===== src/rtl/conv_ser_pkg.sv =====
// Shared definitions for the parallel-to-serial transmitter and its matching
// serial-to-parallel receiver.
//
// Optional feature macro: CONV_PAR_SER_STOP_EN. When it is defined, the state
// enum gains a STOP state.
//
// Contents:
//   conv_state_e  transmitter FSM state encoding
//   FRAME_BITS    data bits per frame
//   CNT_W         width of the data-bit counter
//   START_LVL     line level of the start bit
//   IDLE_LVL      line level between frames (and of the STOP bit)
package conv_ser_pkg;

  localparam int FRAME_BITS = 8;
  localparam int CNT_W      = $clog2(FRAME_BITS);

  localparam logic START_LVL = 1'b0;
  localparam logic IDLE_LVL  = 1'b1;

`ifdef CONV_PAR_SER_STOP_EN
  typedef enum logic [1:0] {
    ST_IDLE  = 2'd0,
    ST_START = 2'd1,
    ST_DATA  = 2'd2,
    ST_STOP  = 2'd3
  } conv_state_e;
`else
  typedef enum logic [1:0] {
    ST_IDLE  = 2'd0,
    ST_START = 2'd1,
    ST_DATA  = 2'd2
  } conv_state_e;
`endif

endpackage


===== src/rtl/conv_fifo.sv =====
// Small synchronous FIFO that queues parallel words ahead of the serializer.
//
// Ports:
//   clk    in   clock; all state updates on posedge
//   rst    in   synchronous active-high reset; empties the FIFO
//   push   in   write wdata (ignored when full)
//   wdata  in   [WIDTH-1:0] word to write
//   pop    in   drop the head word (ignored when empty)
//   rdata  out  [WIDTH-1:0] head word, valid while !empty
//   full   out  occupancy == DEPTH
//   empty  out  occupancy == 0
//   count  out  [CW-1:0] current occupancy
module conv_fifo #(
  parameter  int WIDTH = 8,
  parameter  int DEPTH = 2,
  localparam int CW    = $clog2(DEPTH + 1)
) (
  input  logic             clk,
  input  logic             rst,
  input  logic             push,
  input  logic [WIDTH-1:0] wdata,
  input  logic             pop,
  output logic [WIDTH-1:0] rdata,
  output logic             full,
  output logic             empty,
  output logic [CW-1:0]    count
);

  localparam int PW = (DEPTH > 1) ? $clog2(DEPTH) : 1;

  logic [WIDTH-1:0] mem_q [DEPTH];
  logic [PW-1:0]    wr_ptr_q, wr_ptr_d;
  logic [PW-1:0]    rd_ptr_q, rd_ptr_d;
  logic [CW-1:0]    cnt_q, cnt_d;
  logic             push_ok;
  logic             pop_ok;

  assign full    = (cnt_q == CW'(DEPTH));
  assign empty   = (cnt_q == '0);
  assign count   = cnt_q;
  assign rdata   = mem_q[rd_ptr_q];
  assign push_ok = push && !full;
  assign pop_ok  = pop && !empty;

  always_comb begin
    wr_ptr_d = wr_ptr_q;
    rd_ptr_d = rd_ptr_q;
    if (push_ok) wr_ptr_d = (wr_ptr_q == PW'(DEPTH - 1)) ? '0 : wr_ptr_q + 1'b1;
    if (pop_ok)  rd_ptr_d = (rd_ptr_q == PW'(DEPTH - 1)) ? '0 : rd_ptr_q + 1'b1;
    // simultaneous push and pop leave occupancy unchanged
    cnt_d = cnt_q + CW'(push_ok) - CW'(pop_ok);
  end

  always_ff @(posedge clk) begin
    if (rst) begin
      wr_ptr_q <= '0;
      rd_ptr_q <= '0;
      cnt_q    <= '0;
    end else begin
      wr_ptr_q <= wr_ptr_d;
      rd_ptr_q <= rd_ptr_d;
      cnt_q    <= cnt_d;
    end
  end

  // storage needs no reset: occupancy alone decides what is valid
  always_ff @(posedge clk) begin
    if (push_ok) mem_q[wr_ptr_q] <= wdata;
  end

endmodule


===== src/rtl/conv_par_ser.sv =====
// Parallel-to-serial transmitter. Words written through a small FIFO are sent
// as: start bit (0), d[7]..d[0] MSB first, optional STOP bit (1). The line is
// registered and only changes on posedge, so a receiver sampling on negedge
// sees each bit mid-cycle.
//
// Optional feature macro: CONV_PAR_SER_STOP_EN appends one STOP cycle (line
// high) after d[0], giving a 10-cycle frame period instead of 9.
//
// Ports:
//   clk    in   clock
//   rst    in   synchronous active-high reset; truncates any frame
//   d      in   [7:0] word to transmit
//   load   in   write strobe; word taken on posedge when load && ready
//   ready  out  FIFO not full
//   out    out  registered serial line, idles high
//   busy   out  FIFO non-empty or FSM not IDLE
//
// state  | meaning
// IDLE   | line high, waiting for a queued word
// START  | start bit on the line, word held in the shift register
// DATA   | data bits on the line, counter counts 0..7
// STOP   | stop bit on the line (only with CONV_PAR_SER_STOP_EN)
module conv_par_ser
  import conv_ser_pkg::*;
#(
  parameter int DEPTH = 2
) (
  input  logic                  clk,
  input  logic                  rst,
  input  logic [FRAME_BITS-1:0] d,
  input  logic                  load,
  output logic                  ready,
  output logic                  out,
  output logic                  busy
);

  localparam int CW = $clog2(DEPTH + 1);

  conv_state_e           state_q, state_d;
  logic [CNT_W-1:0]      cnt_q, cnt_d;
  logic [FRAME_BITS-1:0] shreg_q, shreg_d;
  logic                  out_q, out_d;

  logic                  fifo_push;
  logic                  fifo_pop;
  logic [FRAME_BITS-1:0] fifo_rdata;
  logic                  fifo_full;
  logic                  fifo_empty;
  logic [CW-1:0]         fifo_cnt;

  assign ready     = !fifo_full;
  assign fifo_push = load && ready;
  assign busy      = (fifo_cnt != '0) || (state_q != ST_IDLE);
  assign out       = out_q;

  conv_fifo #(
    .WIDTH (FRAME_BITS),
    .DEPTH (DEPTH)
  ) u_fifo (
    .clk   (clk),
    .rst   (rst),
    .push  (fifo_push),
    .wdata (d),
    .pop   (fifo_pop),
    .rdata (fifo_rdata),
    .full  (fifo_full),
    .empty (fifo_empty),
    .count (fifo_cnt)
  );

  always_comb begin
    state_d  = state_q;
    cnt_d    = cnt_q;
    shreg_d  = shreg_q;
    out_d    = out_q;
    fifo_pop = 1'b0;
    case (state_q)
      ST_IDLE: begin
        out_d = IDLE_LVL;
        if (!fifo_empty) begin
          fifo_pop = 1'b1;
          shreg_d  = fifo_rdata;
          out_d    = START_LVL;
          state_d  = ST_START;
        end
      end
      ST_START: begin
        out_d   = shreg_q[FRAME_BITS-1];
        shreg_d = {shreg_q[FRAME_BITS-2:0], 1'b0};
        cnt_d   = '0;
        state_d = ST_DATA;
      end
      ST_DATA: begin
        cnt_d = cnt_q + 1'b1;
        if (cnt_q == CNT_W'(FRAME_BITS - 1)) begin
`ifdef CONV_PAR_SER_STOP_EN
          out_d   = IDLE_LVL;
          state_d = ST_STOP;
`else
          // back-to-back: next start bit directly follows d[0]
          if (!fifo_empty) begin
            fifo_pop = 1'b1;
            shreg_d  = fifo_rdata;
            out_d    = START_LVL;
            state_d  = ST_START;
          end else begin
            out_d   = IDLE_LVL;
            state_d = ST_IDLE;
          end
`endif
        end else begin
          out_d   = shreg_q[FRAME_BITS-1];
          shreg_d = {shreg_q[FRAME_BITS-2:0], 1'b0};
        end
      end
`ifdef CONV_PAR_SER_STOP_EN
      ST_STOP: begin
        if (!fifo_empty) begin
          fifo_pop = 1'b1;
          shreg_d  = fifo_rdata;
          out_d    = START_LVL;
          state_d  = ST_START;
        end else begin
          out_d   = IDLE_LVL;
          state_d = ST_IDLE;
        end
      end
`endif
      default: begin
        out_d   = IDLE_LVL;
        state_d = ST_IDLE;
      end
    endcase
  end

  always_ff @(posedge clk) begin
    if (rst) begin
      state_q <= ST_IDLE;
      cnt_q   <= '0;
      shreg_q <= '0;
      out_q   <= IDLE_LVL;
    end else begin
      state_q <= state_d;
      cnt_q   <= cnt_d;
      shreg_q <= shreg_d;
      out_q   <= out_d;
    end
  end

endmodule


===== config.mk =====
export PLATFORM = sky130hd
export DESIGN_NAME = conv_par_ser
export DESIGN_NICKNAME = d
export VERILOG_FILES = /design/src/rtl/conv_ser_pkg.sv /design/src/rtl/conv_fifo.sv /design/src/rtl/conv_par_ser.sv
export SDC_FILE = /design/constraint.sdc
export NUM_CORES = 1
export LEC_CHECK = 0
export ABC_AREA = 1
export ABC_CLOCK_PERIOD_IN_PS = 2070
export CORE_MARGIN = 3
export CORE_UTILIZATION = 30
export CTS_CLUSTER_DIAMETER = 100
export DETAILED_ROUTE_END_ITERATION = 10
export PLACE_DENSITY = 0.51
export SLEW_MARGIN = 0
export SYNTH_ARGS = -nofsm -noshare
export SYNTH_HDL_FRONTEND = slang
export SYNTH_HIERARCHICAL = 1
export SYNTH_SLANG_ARGS = --single-unit

===== constraint.sdc =====
create_clock -name clk -period 2.07 [get_ports clk]
set_input_delay 0.414 -clock clk [delete_from_list [all_inputs] [get_ports clk]]
set_output_delay 0.414 -clock clk [all_outputs]
set_load 0.03 [all_outputs]

==> reports/results.txt <==
The run finished with clean final reports. The tree is rooted in a clkbuf_8. For the pin with the worst max-slew slack, the measured transition is 0.489 ns. The total of buffers placed on input and output ports is 13. For the final layout net count, the log shows 270.

Entering global routing, the biggest net connects 16 pins. The cell at the slowest stage of the critical path is dfxtp_2. The synthesized netlist devotes 0% of its cell area to XOR and XNOR gates. The run gives 14 as the number of top-level design ports.

The tools report the final weighted congestion in routability-driven placement as 0.753. The count of standard-cell rows is 28. The run gives 2 as the level count of the clock H-tree. After floorplanning, the core was sized to cover 5960 µm². Clock-pin slew was measured on the worst setup and hold paths at 0.08 ns. The signal on the critical path passes through ha_2, ha_2, nand2_2, a21oi_2, inv_1, nor2_2, ha_1, inv_1, ha_1, inv_1, nand2_1, nand3_1, nand2_1, nor2_1.

The logs give 2360 µm for the half-perimeter wire length after detailed placement and 0 ns for the setup TNS. The area fraction in compound gates after synthesis was 4.38%. The sum of met3 wire segment lengths after detailed routing is 123 µm.

Summing the areas of all and, or, nand and nor instances in the mapped netlist gives 24.6% of the synthesized area. The cell area after placement was 2080 µm²; the number of remaining DRC errors was 0. The via count of the first global-routing pass was 1,268. The logs give 2.12 ns for the critical path arrival and 0.0162 ns for the final clock skew. The number of clock sinks came out at 35. Headroom to the max-slew limit came out at 67.3%. The max-slew violation count came out at 0.

In the routed layout, each cell is associated on average with a via count of 4.29. For the insertion delay of the later-clocked pin in the worst-skew pair, the log shows 0.29 ns. Of all nets on the critical path, the largest fanout is 3. The met1 wire length was 1600 µm; the horizontal extent of the die was 84.7 µm. After layout, the design draws a total of 2770 µW. The clock passes through at most 2 buffers. The most used flip-flop cell after synthesis was dfxtp_1.

The tools report the static power due to leakage as 0.00106 µW. Across the run, the number of max-cap violations was 0. The vertical die dimension came out at 84.7 µm. Counting distinct cell types in the post-synthesis netlist gives 20. The worst path in the final design needs a cycle of 1.93 ns, including I/O delays and setup. Sum of overflow across all layers after global routing: 0. Nature of the critical path endpoint: a flop. Most frequent cell after synthesis: nand2_1. Of the cells placed in the final design, the portion with a size suffix greater than 1 is 12.4%. For the initial antenna violation count, the log shows 0. The number of buffers created by CTS is 5, and the synthesis-stage register bit count is 35. For this run, the number of Yosys warnings is 6.

The area of the mapped netlist was 1860 µm²; the post-synthesis share of cell area spent on full adders, half adders and majority gates was 7.41%. In the synthesized netlist the async set-or-reset flop fraction comes to 0%. The delay of the slowest critical-path stage is 0.34 ns, and the area fraction of the dominant cell type after synthesis is 25.9%. The worst setup timing slack at the placement stage is 0.0413 ns. Overall track demand over capacity in global routing: 9.79%. The first detailed-routing pass ran for 4 iterations. The portion of the clock cycle consumed by the worst path in the final layout is 93.1%, and the worst path buffer plus inverter count is 3.

Hold-critical path depth: 1. For the final worst setup slack, the log shows 0.143 ns. The routed length per instance works out to 9.81 µm. IR analysis of the VDD net gives a maximum drop of 0.487 mV. After detailed routing, no signal wire sits above met4. By area, the combinational part of the netlist is dominated by simple AND/OR/NAND/NOR gates. Ranked by total cell area, the synthesized netlist is headed by edfxtp_1 (26%), dfxtp_1 (20%), nand2_1 (14%), ha_1 (7.4%), inv_1 (7.1%). The library cell appearing most often on the critical path is inv_1. The number of hold buffers added after CTS was 0.

The synthesis-to-layout area growth came out at 17.0%. The logs give 1410 µm for the routed length on met2 and 0 for the antenna violation net count after detailed routing. The DRC marker count from the first detailed-route iteration was 37.

After routing the design area is 2170 µm². TritonCTS built the clock tree. In this run the power density over the cells is 1270 nW/µm².

The critical path crosses 14 cells after its start point. The worst setup path is launched from a flop. Timing would allow up to 0.519 GHz. 0 antenna diodes ended up in the layout. Counting every net in the synthesized netlist gives 248.

The number of failing setup endpoints in the final timing report is 0, and the required time of the worst setup path is 2.26 ns. The number of fillers in the final layout was 627; the number of enable-type register cells in the synthesized netlist was 16. Across all layers, the routed design uses 1,389 vias. Of all cell types, the one taking the most synthesized area is edfxtp_1. The average instance in the mapped netlist occupies 8.22 µm².

The setup check on the worst reg-to-reg path leaves a slack of 0.14 ns. The min-delay analysis places its worst path in the category flop to flop. Ranked by instance count, the synthesized netlist is headed by nand2_1 (68), inv_1 (35), nor2_1 (26). The first-pass GRT wire length was 5660 µm; the effective utilization at floorplan was 31.2%. Number of hold-slack violations in the final timing report: 0. The number of cells on the worst reg-to-reg path is 14.

The multiplexer share of the synthesized area was 6.46%. Setup repair after global routing left no endpoint under its margin. Sequential elements use 46.3% of the synthesized area. The critical path class was flop to flop.

The cell count after synthesis was 226; the total die area was 7170 µm². Largest delay contributor family on the critical path: adder cells. The routed design has 3180 µm of wire.
==> worst register-to-register path, stage by stage, from the launching register on <==
cell and delay (ns):
dfxtp_2 0.34, ha_2 0.19, ha_2 0.18, nand2_2 0.07, a21oi_2 0.17, inv_1 0.06, nor2_2 0.11, ha_1 0.23
inv_1 0.06, ha_1 0.15, inv_1 0.04, nand2_1 0.07, nand3_1 0.07, nand2_1 0.06, nor2_1 0.04
==> placed cells by master (no fill, tap or decap), types with 4 or more instances in the layout <==
| cell | count |
|---|---|
| dfxtp_1 | 18 |
| clkbuf_8 | 5 |
| buf_4 | 8 |
| ha_1 | 9 |
| inv_1 | 35 |
| nand2_1 | 67 |
| mux2_4 | 8 |
| nand3_1 | 14 |
| clkdlybuf4s50_1 | 11 |
| edfxtp_1 | 16 |
| clkinv_1 | 4 |
| a21oi_1 | 8 |
| nor2_1 | 26 |
| o21ai_0 | 4 |
==> timing repair <==
item | CTS | global route
gates resized for setup | 2 | 5
pin swaps | 0 | 2
buffers inserted | 0 | 0
endpoints found under the setup margin | 2 | 1
==> worst paths after layout <==
| path | start | endpoint |
|---|---|---|
| max | cnt_q[0] | u_fifo/count[1] |
| min | cnt_q[0] | cnt_q[0] |
| max reg2reg | cnt_q[0] | u_fifo/count[1] |
| min reg2reg | cnt_q[0] | cnt_q[0] |
==> power by group <==
part | switching (µW) | total (µW) | internal [µW]
clock network | 247 | 476 | 228
registers | 125 | 1050 | 925
logic | 741 | 1240 | 504
==> state kept, by name (all words and copies together), names as in the netlist, named ones only <==
signal           flops
cnt_q                3
u_fifo/mem_q        16
shreg_q              8
u_fifo/wr_ptr_q      1
state_q              2
out                  1
u_fifo/count         2
u_fifo/rd_ptr_q      1
==> per-layer routing <==
layer,vias to the layer above,track usage [%]
li1,746,-
met5,-,0
met4,0,3.45
met1,617,12.7
met3,7,2.94
met2,19,15.4
==> through the flow <==
step,util [%],hold slack (ns),instances
after detailed placement,34.9,0.474,316
final,36.5,0.444,324
after global routing,36.5,0.472,324
after floorplan,-,0.444,226
after CTS,36.3,0.486,324
after global placement,34.9,0.458,316
==> cell families after synthesis <==
kind of cell | Yosys count
AO/OA/AOI/OAI | 15
adder cells (fa/ha/maj) | 11
buffers and inverters | 43
flip-flops | 35
multiplexers | 8
AND/OR/NAND/NOR | 114
==> final cells by class <==
| class | instances | area [µm²] | area share [%] |
|---|---|---|---|
| Sequential cell | 35 | 862 | 39.6 |
| Multi-Input combinational cell | 148 | 808 | 37.2 |
| Timing Repair Buffer | 21 | 188 | 8.63 |
| Inverter | 37 | 139 | 6.39 |
| Tap cell | 75 | 93.8 | 4.32 |
| Clock buffer | 5 | 68.8 | 3.16 |
| Clock inverter | 3 | 15.0 | 0.690 |
Power figures use the tool's default switching activity.
